===== config.mk =====
export PLATFORM = sky130hd
export DESIGN_NAME = cpu_noc_tx_arbiter
export DESIGN_NICKNAME = d
export VERILOG_FILES = /design/src/rtl/cpu_noc_tx_arbiter_pkg.sv /design/src/rtl/cpu_noc_tx_arbiter_picker.sv /design/src/rtl/cpu_noc_tx_arbiter.sv
export SDC_FILE = /design/constraint.sdc
export NUM_CORES = 1
export LEC_CHECK = 0
export ABC_AREA = 0
export BUFFER_PORTS_ARGS = -buffer_cell sky130_fd_sc_hd__buf_2
export CORE_AREA = 2 2 84 86
export CTS_CLUSTER_DIAMETER = 200
export CTS_CLUSTER_SIZE = 30
export DETAILED_ROUTE_END_ITERATION = 10
export DIE_AREA = 0 0 86 88
export GPL_ROUTABILITY_DRIVEN = 0
export PLACE_DENSITY = 0.87
export SYNTH_ARGS = -nofsm -noshare
export SYNTH_HDL_FRONTEND = slang
export SYNTH_HIERARCHICAL = 1
export SYNTH_SLANG_ARGS = --single-unit
export TNS_END_PERCENT = 10

===== constraint.sdc =====
create_clock -name clk -period 3.5 [get_ports clk]
set_input_delay 0.525 -clock clk [delete_from_list [all_inputs] [get_ports clk]]
set_output_delay 0.525 -clock clk [all_outputs]
set_load 0.02 [all_outputs]

===== src/rtl/cpu_noc_tx_arbiter_pkg.sv =====
`default_nettype none
// ============================================================================
// Module      : cpu_noc_tx_arbiter_pkg
// Description : Shared types and constants for the CPU-to-NoC TX arbiter.
// Revision    : 1.0 - initial release
// ============================================================================
package cpu_noc_tx_arbiter_pkg;

  localparam int c_node_id_w = 8;
  localparam int c_max_beats = 16;

  // Node id type shared with cpu_to_noc_flitizer.
  typedef logic [c_node_id_w-1:0] node_id_t;

  typedef enum logic [1:0] {
    ARB_IDLE   = 2'd0,
    ARB_STREAM = 2'd1,
    ARB_DRAIN  = 2'd2
  } arb_state_e;

endpackage
`default_nettype wire


===== src/rtl/cpu_noc_tx_arbiter_picker.sv =====
`default_nettype none
// ============================================================================
// Module      : rr_priority_picker
// Description : Combinational round-robin picker: first set request at or after ptr.
// Revision    : 1.0 - initial release
// ============================================================================
module rr_priority_picker #(
  parameter int N = 4
) (
  input  logic [N-1:0]         req,
  input  logic [$clog2(N)-1:0] ptr,
  output logic                 found,
  output logic [$clog2(N)-1:0] idx
);

  localparam int c_iw = $clog2(N);

  logic [c_iw:0] w_sum;

  // Scan offsets from the far end so the smallest offset from ptr wins.
  always_comb begin
    found = 1'b0;
    idx   = '0;
    w_sum = '0;
    for (int k = N - 1; k >= 0; k--) begin
      w_sum = {1'b0, ptr} + (c_iw + 1)'(k);
      if (w_sum >= (c_iw + 1)'(N)) begin
        w_sum = w_sum - (c_iw + 1)'(N);
      end
      if (req[w_sum[c_iw-1:0]]) begin
        found = 1'b1;
        idx   = w_sum[c_iw-1:0];
      end
    end
  end

endmodule
`default_nettype wire


===== src/rtl/cpu_noc_tx_arbiter.sv =====
`default_nettype none
// ============================================================================
// Module      : cpu_noc_tx_arbiter
// Description : Round-robin, packet-locked arbiter feeding one flitizer,
//               with max-length truncation and drain of overlong packets.
// Revision    : 1.0 - initial release
// ============================================================================
module cpu_noc_tx_arbiter
  import cpu_noc_tx_arbiter_pkg::*;
#(
  parameter int NUM_REQ       = 4,
  parameter int DATA_WIDTH    = 32,
  parameter int NODE_ID_WIDTH = c_node_id_w,
  parameter int MAX_BEATS     = c_max_beats
) (
  input  logic                             clk,
  input  logic                             rst,
  input  logic [NUM_REQ-1:0]               req_valid,
  output logic [NUM_REQ-1:0]               req_ready,
  input  logic [NUM_REQ*DATA_WIDTH-1:0]    req_data,
  input  logic [NUM_REQ*NODE_ID_WIDTH-1:0] req_dst,
  input  logic [NUM_REQ-1:0]               req_last,
  output logic                             fl_valid,
  input  logic                             fl_ready,
  output logic [DATA_WIDTH-1:0]            fl_data,
  output logic [NODE_ID_WIDTH-1:0]         fl_dst,
  output logic                             fl_last,
  output logic [$clog2(NUM_REQ)-1:0]       fl_src,
  output logic                             busy,
  output logic                             overrun_err
);

  localparam int c_sw = $clog2(NUM_REQ);
  localparam int c_cw = $clog2(MAX_BEATS) + 1;

  arb_state_e               r_state;
  arb_state_e               w_state_nxt;
  logic [c_sw-1:0]          r_grant;
  logic [c_sw-1:0]          r_rr_ptr;
  logic [c_sw-1:0]          w_pick;
  logic [c_sw-1:0]          w_grant_inc;
  logic [c_cw-1:0]          r_beat_cnt;
  logic [NODE_ID_WIDTH-1:0] r_dst;
  logic                     r_overrun;
  logic                     w_found;
  logic                     w_cur_valid;
  logic                     w_cur_last;
  logic                     w_cnt_max;
  logic                     w_start;
  logic                     w_xfer;
  logic                     w_trunc;
  logic                     w_done;

  rr_priority_picker #(
    .N (NUM_REQ)
  ) u_picker (
    .req   (req_valid),
    .ptr   (r_rr_ptr),
    .found (w_found),
    .idx   (w_pick)
  );

  assign w_cur_valid = req_valid[r_grant];
  assign w_cur_last  = req_last[r_grant];
  assign w_cnt_max   = (r_beat_cnt == c_cw'(MAX_BEATS - 1));
  assign w_grant_inc = (r_grant == c_sw'(NUM_REQ - 1)) ? '0 : r_grant + c_sw'(1);

  always_ff @(posedge clk or posedge rst) begin
    if (rst) begin
      r_state <= ARB_IDLE;
    end else begin
      r_state <= w_state_nxt;
    end
  end

  always_comb begin
    w_state_nxt = r_state;
    req_ready   = '0;
    fl_valid    = 1'b0;
    fl_data     = '0;
    fl_last     = 1'b0;
    w_start     = 1'b0;
    w_xfer      = 1'b0;
    w_trunc     = 1'b0;
    w_done      = 1'b0;
    case (r_state)
      ARB_IDLE: begin
        if (w_found) begin
          w_start     = 1'b1;
          w_state_nxt = ARB_STREAM;
        end
      end
      ARB_STREAM: begin
        // Straight pass-through of the granted requester; no buffering.
        fl_valid           = w_cur_valid;
        fl_data            = req_data[r_grant*DATA_WIDTH +: DATA_WIDTH];
        fl_last            = w_cur_last | w_cnt_max;
        req_ready[r_grant] = fl_ready;
        w_xfer             = w_cur_valid & fl_ready;
        if (w_xfer) begin
          if (w_cur_last) begin
            w_done      = 1'b1;
            w_state_nxt = ARB_IDLE;
          end else if (w_cnt_max) begin
            w_trunc     = 1'b1;
            w_state_nxt = ARB_DRAIN;
          end
        end
      end
      ARB_DRAIN: begin
        // Swallow the tail of a truncated packet until its real last beat.
        req_ready[r_grant] = 1'b1;
        if (w_cur_valid && w_cur_last) begin
          w_done      = 1'b1;
          w_state_nxt = ARB_IDLE;
        end
      end
      default: begin
        w_state_nxt = ARB_IDLE;
      end
    endcase
  end

  always_ff @(posedge clk or posedge rst) begin
    if (rst) begin
      r_grant    <= '0;
      r_rr_ptr   <= '0;
      r_beat_cnt <= '0;
      r_dst      <= '0;
      r_overrun  <= 1'b0;
    end else begin
      r_overrun <= w_trunc;
      if (w_start) begin
        r_grant    <= w_pick;
        r_dst      <= req_dst[w_pick*NODE_ID_WIDTH +: NODE_ID_WIDTH];
        r_beat_cnt <= '0;
      end else if (w_xfer) begin
        r_beat_cnt <= r_beat_cnt + c_cw'(1);
      end
      // The requester just served drops to lowest priority.
      if (w_done) begin
        r_rr_ptr <= w_grant_inc;
      end
    end
  end

  assign fl_dst      = r_dst;
  assign fl_src      = r_grant;
  assign busy        = (r_state != ARB_IDLE);
  assign overrun_err = r_overrun;

endmodule
`default_nettype wire


---- Yosys cells after proc, flatten, opt, wreduce, memory -nomap -nowiden ----
Index checks and enable logic that the tools add are counted.
storage, ports and cells
  flip-flop bits (word level) ............. 20
  output and inout bits ................... 50
  word-level logic and storage cells ...... 94
operators by class
  add/subtract/negate cells ............... 9
  order comparisons ....................... 10
  equality and inequality tests ........... 8
  shifts and indexed selects .............. 2
  multiplexer cells ....................... 50
  bitwise gates (word level) .............. 3
  reductions and logical operators ........ 6
operators with widths
  operator                                             number
  variable part select 128 x 8 -> 32 bit               1
  2-to-1 mux 32 bit                                    1
  variable part select 32 x 6 -> 8 bit                 1
  2-to-1 mux 2 bit                                     14
  2-to-1 mux 1 bit                                     23
  < comparator 2 x 3 -> 1 bit, second input constant   5
  binary-select mux 1 bit (select 2 bit)               6
  2-to-1 mux 5 bit                                     2
  >= comparator 3 bit, second input constant           3
  one-hot mux 4 bit (2 select lines)                   1
  subtractor 2 x 1 -> 2 bit, second input constant     4
  adder 2 x 2 -> 3 bit, second input constant          2
  one-hot mux 2 bit (3 select lines)                   1
  adder 5 x 1 -> 5 bit, second input constant          1
  equality test 5 x 4 -> 1 bit, second input constant  1
  bitwise AND 4 bit                                    1
  equality test 2 bit, second input constant           2
  inequality test 2 bit, second input constant         2
  AND reduction 4 bit                                  1
  nonzero test 2 bit                                   2
  adder 2 x 1 -> 3 bit, second input constant          1
  >= comparator 2 x 3 -> 1 bit, second input constant  1
  inequality test 3 bit, second input constant         1
  adder 2 x 1 -> 2 bit, second input constant          1
  other kinds (9)                                      10

---- Logic depth before layout (Yosys ltp) ----
  word-level depth ........................ 12
  gate-level depth with buffers ........... 7
  gate-level depth less buffers ........... 6

---- Modules after synthesis ----
Netlist, hierarchy kept.
by module, submodules not included
  module              times used  cells each  area an instance (µm²)  seq. area each (µm²)
  cpu_noc_tx_arbiter  1           177         2252.2                  500.5
  rr_priority_picker  1           13          77.6                    0.0

---- Least setup slack after synthesis ----
Ideal clock, no wire load.
  kind .................................... reg-to-output
  from .................................... reg r_grant[0] (netlist: fl_src[0])
  to ...................................... out fl_data[10]
  arrival time ............................ 1716 ps
  data required time ...................... 2975 ps
  path slack .............................. 1259 ps
  stages on the path, launching flop included .. 5
  path buffers ............................ 2
  cell sequence ........................... dfrtp_1 -> buf_6 -> buf_2 -> mux4_2 -> and2_1
between the ends
  word-level cells in the longest chain between the ends .. 2
RTL lines
  what                                    RTL line                   text
  start, declared                         cpu_noc_tx_arbiter.sv:38   logic [c_sw-1:0] r_grant;
  start signal, assigned                  cpu_noc_tx_arbiter.sv:134  r_grant <= w_pick;
  variable part select 128 x 8 -> 32 bit  cpu_noc_tx_arbiter.sv:96   fl_data = req_data[r_grant*DATA_WIDTH +: DATA_WIDTH];
  2-to-1 mux 32 bit                       cpu_noc_tx_arbiter.sv:86   case (r_state)
  end, declared                           cpu_noc_tx_arbiter.sv:25   output logic [DATA_WIDTH-1:0] fl_data,
Every way passes these cells.

---- Final worst setup path ----
  from .................................... reg r_grant[0] (netlist: fl_src[0])
  to ...................................... out fl_data[24]
Same word-level chain as after synthesis.

==> flow_summary.ini <==
[status]
status = finished clean

[placement]
place_ws_ps = 1030
io_buffers = 220
place_hpwl_mm = 7.06

[setup_path]
worstSetupPathType = flop to output pin
rr_startpoint = fl_src[0]
cp-end-kind = output pin
crit_arrival_ps = 2180
cp_max_fo = 20
reg2reg_slack_ps = 1270
crit_path_start_kind = flop
reg2regPathDepth = 4
r2r_end = r_state[0]
required_ps = 2970

[floorplanning]
placementRows = 30
start_util = 0.351
dieArea_sq_mm = 0.00757
die_x_microns = 86
die_h_microns = 88
ios = 221
core_sq_mm = 0.00664

[pwr]
p_seq_frac = 0.185
power.total_mw = 2.49
p_int_mw = 1.37
power.density_mw_per_mm2 = 696
power.clock.fraction = 0.093
power_frac_comb = 0.721
p_leak_nw = 1.82
vdd_ir_drop_max_v = 0.000400
p_switching_mw = 1.12
switching_share = 0.450

[route]
wl_per_cell_microns = 17.0
vias = 2507
viasPerCell = 5.19
dr.pass1.iters = 4
drc = 0
drt-initial-drc-count = 51
ant_nets = 0
wirelength_mm = 8.20

[hold_path]
hp-class = primary input to asynchronous set/reset pin

[timing]
setup-violations-final = 0
maxSlewHeadroom = 0.478
fin_crit_ps = 2710
period_share = 0.774
max_freq_mhz = 369
max_slew.worst_pin.slew_ps = 780
drv_slew = 0
final_hold_viol_count = 0
grt_setup_unrepaired = no
setup_slack_ps = 791
finClkSkew_ps = 2.21
setup_tns_ps = 0

[logic_synthesis]
netlist_area_sq_mm = 0.00233
synth-xor-area-share = 0.0113
synth_nets = 371
ys_ff_latch = 20
synth_fa_ha_area_frac = 0.0537
synth_top_cell_by_area = mux4_2
synth_cell_types = 30
synth_top_family_by_area = multiplexers
yosysWarnings = 6
muxShareOfSynthArea = 0.469
seq_area_frac_synth = 0.215
synthSimpleGateAreaFrac = 0.161
synth-compound-area-share = 0.0446
syn_inst = 190
synth.avg_cell_area_sq_um = 12.3
synthTopCellsByArea = mux4_2 41%, dfrtp_1 21%, and2_1 11%
synth_top_area_frac = 0.406

[grt]
grt_pass1_vias = 2662
grt_max_degree = 38
grt_util_all_layers = 0.215
grt_first_pass_wirelength_mm = 12.7
grt_overflow = 0
grt_antenna_before_repair = 2

[cells_and_area]
syn2layout_area_growth_pct = 53.3
multi_input_area_sq_mm = 0.00172
final.fill_count = 591
nets = 583
drive_gt1_frac = 0.713
regArea_sq_um = 502

[cts]
cts_hold_repair.buffers = 0
cts_buffers = 3
cts-resized-gates = 0
clock_latency_ps = 250
clk_transition_reported_paths_ps = 80
cts-htree-levels = 1
postCtsSetupBuffers = 0
tritoncts = yes
cts_root_buf = clkbuf_8
clkSinkCount = 20
clock_path_buffers = 2

[run]
maxCapViolCount = 0
state kept, by name, summed over array words and instances (netlist names):
register,cells
fl_src,2
overrun_err,1
r_state,2
fl_dst,8
r_rr_ptr,2
r_beat_cnt,5
layout make-up:
class,count,share of cell area
clock inverters,1,0.00841
inverters,7,0.00736
well taps,80,0.0280
repair buffers,224,0.320
multi-input cells,146,0.482
clock buffers,3,0.0116
flip-flops and latches,20,0.141
diodes,2,0.00140
how the worst max path moves through the flow:
stage	slack [ps]	to	startpoint
2_1_floorplan	1260	fl_data[10]	fl_src[0]
3_3_place_gp	1090	fl_data[30]	fl_src[0]
3_5_place_dp	1030	fl_data[24]	fl_src[0]
4_1_cts	740	fl_data[24]	fl_src[0]
5_1_grt	650	fl_data[27]	fl_src[0]
6_report	790	fl_data[24]	fl_src[0]
cell usage after synthesis:
cell type and count:
mux4_2 42, and2_1 40, dfrtp_1 20, nor2_1 11
ha_1 10, mux2_2 10, inv_1 7, buf_2 6
clkbuf_1 6, nand2_1 5, buf_1 3, nand3_1 3
a211oi_2 2, a21oi_1 2, and3_1 2, mux2i_1 2
nand2b_1 2, nor3b_1 2, o21a_1 2, o21ai_0 2
xor2_1 2, a211oi_1 1, a221oi_2 1, and3b_1 1
buf_6 1, clkbuf_2 1, mux2_4 1, o211ai_2 1
o2bb2ai_1 1, xnor2_1 1
layer usage:
layer / GRT usage / wire length (microns) / vias to the layer above
li1: - / - / 1153
met1: 0.246 / 3080 / 1177
met2: 0.381 / 4030 / 157
met3: 0.0801 / 956 / 18
met4: 0.0563 / 118 / 2
met5: 0 / 16 / -
cell usage in the layout (no fill, tap or decap), drive strengths merged:
master	count
buf	224
mux4	42
and2	40
dfrtp	20
nor2	11
mux2	11
ha	10
inv	7
nand2	5
nand3	3
clkbuf	3
a211oi	3
diode	2
o21a	2
o21ai	2
a21oi	2
nor3b	2
and3	2
mux2i	2
xor2	2
nand2b	2
o211ai	1
a221oi	1
o2bb2ai	1
and3b	1
xnor2	1
bufinv	1
cells by family after synthesis:
| group | count (synthesis) |
|---|---|
| and+or+nand+nor | 66 |
| AOI/OAI and AO/OA | 12 |
| adders and majority gates | 10 |
| muxes | 55 |
| xor gates and xnor gates | 3 |
| DFF | 20 |
| buffers and inverters | 24 |
worst max-delay path, stage by stage (launching register included):
cell and delay (ps):
dfrtp_2 790, buf_12 280, mux4_2 520, and2_1 180, buf_2 150
stage by stage:
step	std cells	instance area [sq um]	hold slack, ps	utilization
global placement	477	3490	487	0.526
finish	483	3570	397	0.537
floorplan	190	2330	489	-
detailed placement	477	3490	495	0.526
global route	481	3570	465	0.537
CTS	481	3570	438	0.537
power groups by stage:
stage	Sequential (mW)	Combinational, mW	Clock, mW
floorplan	0.456	1.31	0
global placement	0.457	1.76	0
detailed placement	0.468	1.81	0
CTS	0.466	1.82	0.233
global route	0.484	1.93	0.245
finish	0.461	1.79	0.232
Power figures use the tool's default switching activity.
